[config.mk]
export PLATFORM = sky130hd
export DESIGN_NAME = addsub_accumulator_flat
export DESIGN_NICKNAME = d
export VERILOG_FILES = /design/src/rtl/addsub_accumulator_if.sv /design/src/rtl/addsub_accumulator.sv /design/src/flat_wrapper.sv
export SDC_FILE = /design/constraint.sdc
export NUM_CORES = 1
export LEC_CHECK = 0
export CAP_MARGIN = 20
export CORE_MARGIN = 4
export CORE_UTILIZATION = 43
export CTS_CLUSTER_DIAMETER = 150
export DETAILED_ROUTE_END_ITERATION = 10
export DONT_BUFFER_PORTS = 1
export GPL_TIMING_DRIVEN = 1
export RECOVER_POWER = 50
export SYNTH_ARGS = -nofsm -noshare
export SYNTH_HDL_FRONTEND = slang
export SYNTH_SLANG_ARGS = --single-unit
[constraint.sdc]
create_clock -name clk -period 6.3 [get_ports clk]
set_clock_uncertainty 0.2 [all_clocks]
set_input_delay 1.26 -clock clk [delete_from_list [all_inputs] [get_ports clk]]
set_output_delay 1.26 -clock clk [all_outputs]
set_load 0.02 [all_outputs]
[src/rtl/addsub_accumulator_if.sv]
// Handshake bundle for the add/subtract accumulator: an operand stream in,
// one registered result per packet out.
interface addsub_accumulator_if #(
   parameter int WIDTH = 16,
   parameter int CNT_W = 8
);
   // Operand stream (upstream producer -> accumulator)
   logic             in_valid;
   logic             in_ready;
   logic [WIDTH-1:0] in_data;
   logic             in_mode;
   logic             in_last;

   // Result stream (accumulator -> results path)
   logic             out_valid;
   logic             out_ready;
   logic [WIDTH-1:0] out_result;
   logic             out_carry;
   logic             out_overflow;
   logic [CNT_W-1:0] out_count;

   // Producer/consumer side (drives operands, accepts results)
   modport master (
      output in_valid, in_data, in_mode, in_last, out_ready,
      input  in_ready, out_valid, out_result, out_carry, out_overflow, out_count
   );

   // Accumulator side
   modport slave (
      input  in_valid, in_data, in_mode, in_last, out_ready,
      output in_ready, out_valid, out_result, out_carry, out_overflow, out_count
   );
endinterface

[src/rtl/addsub_accumulator.sv]
// Streaming 2's-complement add/subtract accumulator.
// Handshake rule on both streams: a transfer happens on a rising clk edge
// where valid && ready are both high; valid, once raised, holds its payload
// stable until that transfer. in_ready depends on the state register only.
module addsub_accumulator #(
   parameter int WIDTH = 16,
   parameter int CNT_W = 8
) (
   input  logic                 clk,
   input  logic                 rst_n,
   addsub_accumulator_if.slave  bus,
   output logic [1:0]           dbg_state_o
);

   typedef enum logic [1:0] {
      ST_IDLE  = 2'd0,
      ST_ACCUM = 2'd1,
      ST_DONE  = 2'd2
   } state_e;

   state_e           state_q;
   logic [WIDTH-1:0] acc_q;
   logic             carry_q;
   logic             ovf_q;
   logic [CNT_W-1:0] count_q;
   logic             out_valid_q;

   logic             in_ready;
   logic             accept;
   logic [WIDTH-1:0] opa_d;
   logic [WIDTH-1:0] opb_d;
   logic [WIDTH:0]   sum_full_d;
   logic [WIDTH-1:0] sum_low_d;
   logic             beat_carry_d;
   logic             beat_ovf_d;
   logic [CNT_W-1:0] count_inc_d;

   assign in_ready = (state_q != ST_DONE);
   assign accept   = bus.in_valid && in_ready;

   // Beat datapath: subtraction is a + ~b + 1; first beat of a packet starts from zero
   always_comb begin
      opa_d        = (state_q == ST_IDLE) ? '0 : acc_q;
      opb_d        = bus.in_mode ? ~bus.in_data : bus.in_data;
      sum_full_d   = {1'b0, opa_d} + {1'b0, opb_d} + {{WIDTH{1'b0}}, bus.in_mode};
      // Sum of the low WIDTH-1 bits; its top bit is the carry into the MSB
      sum_low_d    = {1'b0, opa_d[WIDTH-2:0]} + {1'b0, opb_d[WIDTH-2:0]}
                     + {{(WIDTH-1){1'b0}}, bus.in_mode};
      beat_carry_d = sum_full_d[WIDTH];
      beat_ovf_d   = sum_low_d[WIDTH-1] ^ sum_full_d[WIDTH];
      count_inc_d  = (count_q == {CNT_W{1'b1}}) ? count_q : count_q + 1'b1;
   end

   // Packet FSM with registered accumulator, flags, count and out_valid
   always_ff @(posedge clk or negedge rst_n) begin
      if (!rst_n) begin
         state_q     <= ST_IDLE;
         acc_q       <= '0;
         carry_q     <= 1'b0;
         ovf_q       <= 1'b0;
         count_q     <= '0;
         out_valid_q <= 1'b0;
      end else begin
         case (state_q)
            ST_IDLE: begin
               if (accept) begin
                  acc_q   <= sum_full_d[WIDTH-1:0];
                  carry_q <= beat_carry_d;
                  ovf_q   <= beat_ovf_d;
                  count_q <= {{(CNT_W-1){1'b0}}, 1'b1};
                  if (bus.in_last) begin
                     state_q     <= ST_DONE;
                     out_valid_q <= 1'b1;
                  end else begin
                     state_q <= ST_ACCUM;
                  end
               end
            end
            ST_ACCUM: begin
               if (accept) begin
                  acc_q   <= sum_full_d[WIDTH-1:0];
                  carry_q <= beat_carry_d;
                  ovf_q   <= ovf_q | beat_ovf_d;
                  count_q <= count_inc_d;
                  if (bus.in_last) begin
                     state_q     <= ST_DONE;
                     out_valid_q <= 1'b1;
                  end
               end
            end
            ST_DONE: begin
               if (out_valid_q && bus.out_ready) begin
                  state_q     <= ST_IDLE;
                  out_valid_q <= 1'b0;
               end
            end
            default: begin
               state_q     <= ST_IDLE;
               out_valid_q <= 1'b0;
            end
         endcase
      end
   end

   assign bus.in_ready     = in_ready;
   assign bus.out_valid    = out_valid_q;
   assign bus.out_result   = acc_q;
   assign bus.out_carry    = carry_q;
   assign bus.out_overflow = ovf_q;
   assign bus.out_count    = count_q;
   assign dbg_state_o      = state_q;

endmodule

[src/flat_wrapper.sv]
// flat-port wrapper written by rule: the top's interface ports become plain ports
module addsub_accumulator_flat 
#(
   parameter int WIDTH = 16,
   parameter int CNT_W = 8
)
  (clk, rst_n, dbg_state_o, bus_in_valid, bus_in_data, bus_in_mode, bus_in_last, bus_out_ready, bus_in_ready, bus_out_valid, bus_out_result, bus_out_carry, bus_out_overflow, bus_out_count);
  addsub_accumulator_if #(.WIDTH(WIDTH), .CNT_W(CNT_W)) bus_i ();
  input  logic clk;
  input  logic rst_n;
  output logic [1:0] dbg_state_o;
  input wire logic [$bits(bus_i.in_valid)-1:0] bus_in_valid;
  input wire logic [$bits(bus_i.in_data)-1:0] bus_in_data;
  input wire logic [$bits(bus_i.in_mode)-1:0] bus_in_mode;
  input wire logic [$bits(bus_i.in_last)-1:0] bus_in_last;
  input wire logic [$bits(bus_i.out_ready)-1:0] bus_out_ready;
  output wire logic [$bits(bus_i.in_ready)-1:0] bus_in_ready;
  output wire logic [$bits(bus_i.out_valid)-1:0] bus_out_valid;
  output wire logic [$bits(bus_i.out_result)-1:0] bus_out_result;
  output wire logic [$bits(bus_i.out_carry)-1:0] bus_out_carry;
  output wire logic [$bits(bus_i.out_overflow)-1:0] bus_out_overflow;
  output wire logic [$bits(bus_i.out_count)-1:0] bus_out_count;
  assign bus_i.in_valid = bus_in_valid;
  assign bus_i.in_data = bus_in_data;
  assign bus_i.in_mode = bus_in_mode;
  assign bus_i.in_last = bus_in_last;
  assign bus_i.out_ready = bus_out_ready;
  assign bus_in_ready = bus_i.in_ready;
  assign bus_out_valid = bus_i.out_valid;
  assign bus_out_result = bus_i.out_result;
  assign bus_out_carry = bus_i.out_carry;
  assign bus_out_overflow = bus_i.out_overflow;
  assign bus_out_count = bus_i.out_count;
  addsub_accumulator #(.WIDTH(WIDTH), .CNT_W(CNT_W)) u_core (.clk(clk), .rst_n(rst_n), .bus(bus_i), .dbg_state_o(dbg_state_o));
endmodule
==> run summary <==
total grt overflow: 0
Mapped Cells: 261
Final TNS setup: 0 ns
nets: 299
die area: 6450 um2
post-CTS sizing: 0
largest fanout on the critical path: 12
WL per Instance: 14.8 um
Synth Net Count: 300
Setup Viol. Count Final: 0
fin crit period: 3.54 ns
FMAX: 0.282 GHz
Detail Placement HPWL: 3.70 mm
Tightest Hold Check Type: reg -> reg
Final GP Congestion: 0.800
Synth Register Bits: 29
drt first pass iters: 4
Clock Pin Slew Worst Setup and Hold Paths: 0.07 ns
antenna violations before repair: 0
R2R depth: 10
Root Driver: clkbuf_8
Final ANT Viol Nets: 0
register area share after synthesis: 0.323
share of cells above drive strength 1: 0.0613
CTS tree: yes
drt via density: 5.36
Initial Utilization: 0.443
Cell Area, Synth: 2250 um2
detailed-route DRC error count: 0
clock sink count: 29
vias in the first global route: 1,811
post-cts hold buffer count: 0
crit path kind: reg -> reg
top cell type's share of synthesized area: 0.323
Layout Area Growth over Synthesis: 7.07%
Worst EP arrival: 3.51 ns
top cells by area, synth: dfrtp_1 32%, xor2_1 9.0%, ha_1 8.9%
most common cell after layout, fill and taps aside: nand2_1
multi-input logic area: 1450 um2
clk_lat worst skew: 0.29 ns
# rows: 26
Peak VDD IR: 221 uV
initial drt markers: 97
Num CTS Buffers: 5
first-pass GRT wire length: 8.39 mm
area leader, netlist: dfrtp_1
CP Data Required Time: 6.26 ns
commonest cells after routing, fill and taps aside: 33 x nand2_1, 29 x dfrtp_1, 25 x o21ai_0, 23 x xor2_1, 18 x a21oi_1
Total Routed Length: 4.91 mm
number of distinct library cells after synthesis: 42
n_diodes: 0
H-tree Lvls: 2
Placeable Area: 5070 um2
hold path depth: 2
number of I/O port buffers: 0
YS warnings: 0
Slew headroom: 0.659
Final Hold Vio Count: 0
P_leak: 1.09 nW
final instance area: 2410 um2
Slew @ Worst Pin: 0.510 ns
RSZ-0062 raised after global routing: no
syn_area_per_cell: 8.61 um2
max cap viols: 0
total track usage: 0.166
status: complete, no violations
commonest register cell after synthesis: dfrtp_1
die width: 80.3 um
Post-synth EDFFs: 0
Fillers: 536
register area: 726 um2
DIE HEIGHT: 80.3 um
Max Slew Vio Count: 0
power per cell area: 459 nW/um2
Top-Level Pins: 52
pin count of the biggest net entering global routing: 35
fraction of synthesis flops using an asynchronous set or reset pin: 1.00
setup bufs post-CTS: 0
CTS max path bufs: 2
startpoint types: register
DR vias: 1,774
dpl cell area: 2300 um2
Critical Path End Type: register
Tcrit/Tclk final: 0.562
==> flip-flops by register name, indices dropped and copies added (netlist names) <==
signal / flops
u_core.bus.out_count: 8
u_core.dbg_state_o: 2
u_core.bus.out_valid: 1
u_core.bus.out_carry: 1
u_core.bus.out_result: 16
u_core.bus.out_overflow: 1
==> synthesized netlist by cell type, drive strengths merged (7+ instances only) <==
cell type and n:
a21o 7, a21oi 19, dfrtp 29, ha 16, nand2 33, nor2 17
nor2b 17, o21ai 25, xnor2 9, xor2 23
==> worst paths after layout <==
check                                                  start                                   end  slack [ns]
hold reg to reg             u_core.bus.out_carry$_DFFE_PN0P_      u_core.bus.out_carry$_DFFE_PN0P_        0.44
setup / recovery           u_core.dbg_state_o[1]$_DFFE_PN0P_   u_core.bus.out_overflow$_DFFE_PN0P_        2.76
hold / removal              u_core.bus.out_carry$_DFFE_PN0P_      u_core.bus.out_carry$_DFFE_PN0P_        0.44
max in group asynchronous                              rst_n      u_core.bus.out_carry$_DFFE_PN0P_        5.36
setup reg to reg           u_core.dbg_state_o[1]$_DFFE_PN0P_   u_core.bus.out_overflow$_DFFE_PN0P_        2.76
min in group asynchronous                              rst_n  u_core.bus.out_result[6]$_DFFE_PN0P_        0.46
==> logic make-up after synthesis <==
group,Yosys count,share of synthesized area
compound gates,70,0.203
xor+xnor,32,0.125
fa+ha+maj,17,0.0979
buf+inv,16,0.0312
flops,29,0.323
mux,2,0.00890
simple gates,95,0.212
==> power by group <==
part | switching [mW] | leakage, nW | total [mW] | internal, mW
combinational | 0.269 | 0.671 | 0.484 | 0.215
sequential | 0.164 | 0.364 | 0.420 | 0.256
clock | 0.0842 | 0.0543 | 0.202 | 0.118
==> final cells by class <==
type                            instances  share of cell area
Multi-Input combinational cell        216               0.600
Sequential cell                        29               0.301
Tap cell                               70              0.0364
Clock buffer                            5              0.0286
Clock inverter                          3              0.0192
Inverter                                6             0.00936
Timing Repair Buffer                    2             0.00468
==> per-stage QoR <==
stage / power, mW / setup WS (ns) / std cells / util / hold slack, ns
2_1_floorplan: 0.815 / 2.53 / 261 / - / 0.390
3_3_place_gp: 0.907 / 2.66 / 322 / 0.452 / 0.428
3_5_place_dp: 0.913 / 2.62 / 322 / 0.452 / 0.431
4_1_cts: 1.12 / 2.61 / 330 / 0.475 / 0.443
5_1_grt: 1.20 / 2.46 / 331 / 0.474 / 0.439
6_report: 1.11 / 2.76 / 331 / 0.474 / 0.443
==> routing by layer <==
| metal | share of wire | track usage | routed length [um] |
|---|---|---|---|
| met3 | 0.068 | 0.0538 | 332 |
| met2 | 0.46 | 0.262 | 2240 |
| met4 | 0.021 | 0.0811 | 102 |
| met5 | 0 | 0 | 0 |
| met1 | 0.46 | 0.203 | 2230 |
==> worst max-delay path, stage by stage, from the launching register on <==
cell and delay [ns]:
dfrtp_1 0.57, nor2_1 0.49, clkbuf_1 0.41, nor2b_1 0.09, ha_1 0.39, and3_1 0.23, and2_1 0.17, a221o_1 0.29
a31oi_1 0.28, xor2_1 0.19, o22ai_1 0.10
(Power assumes the default switching activity.)
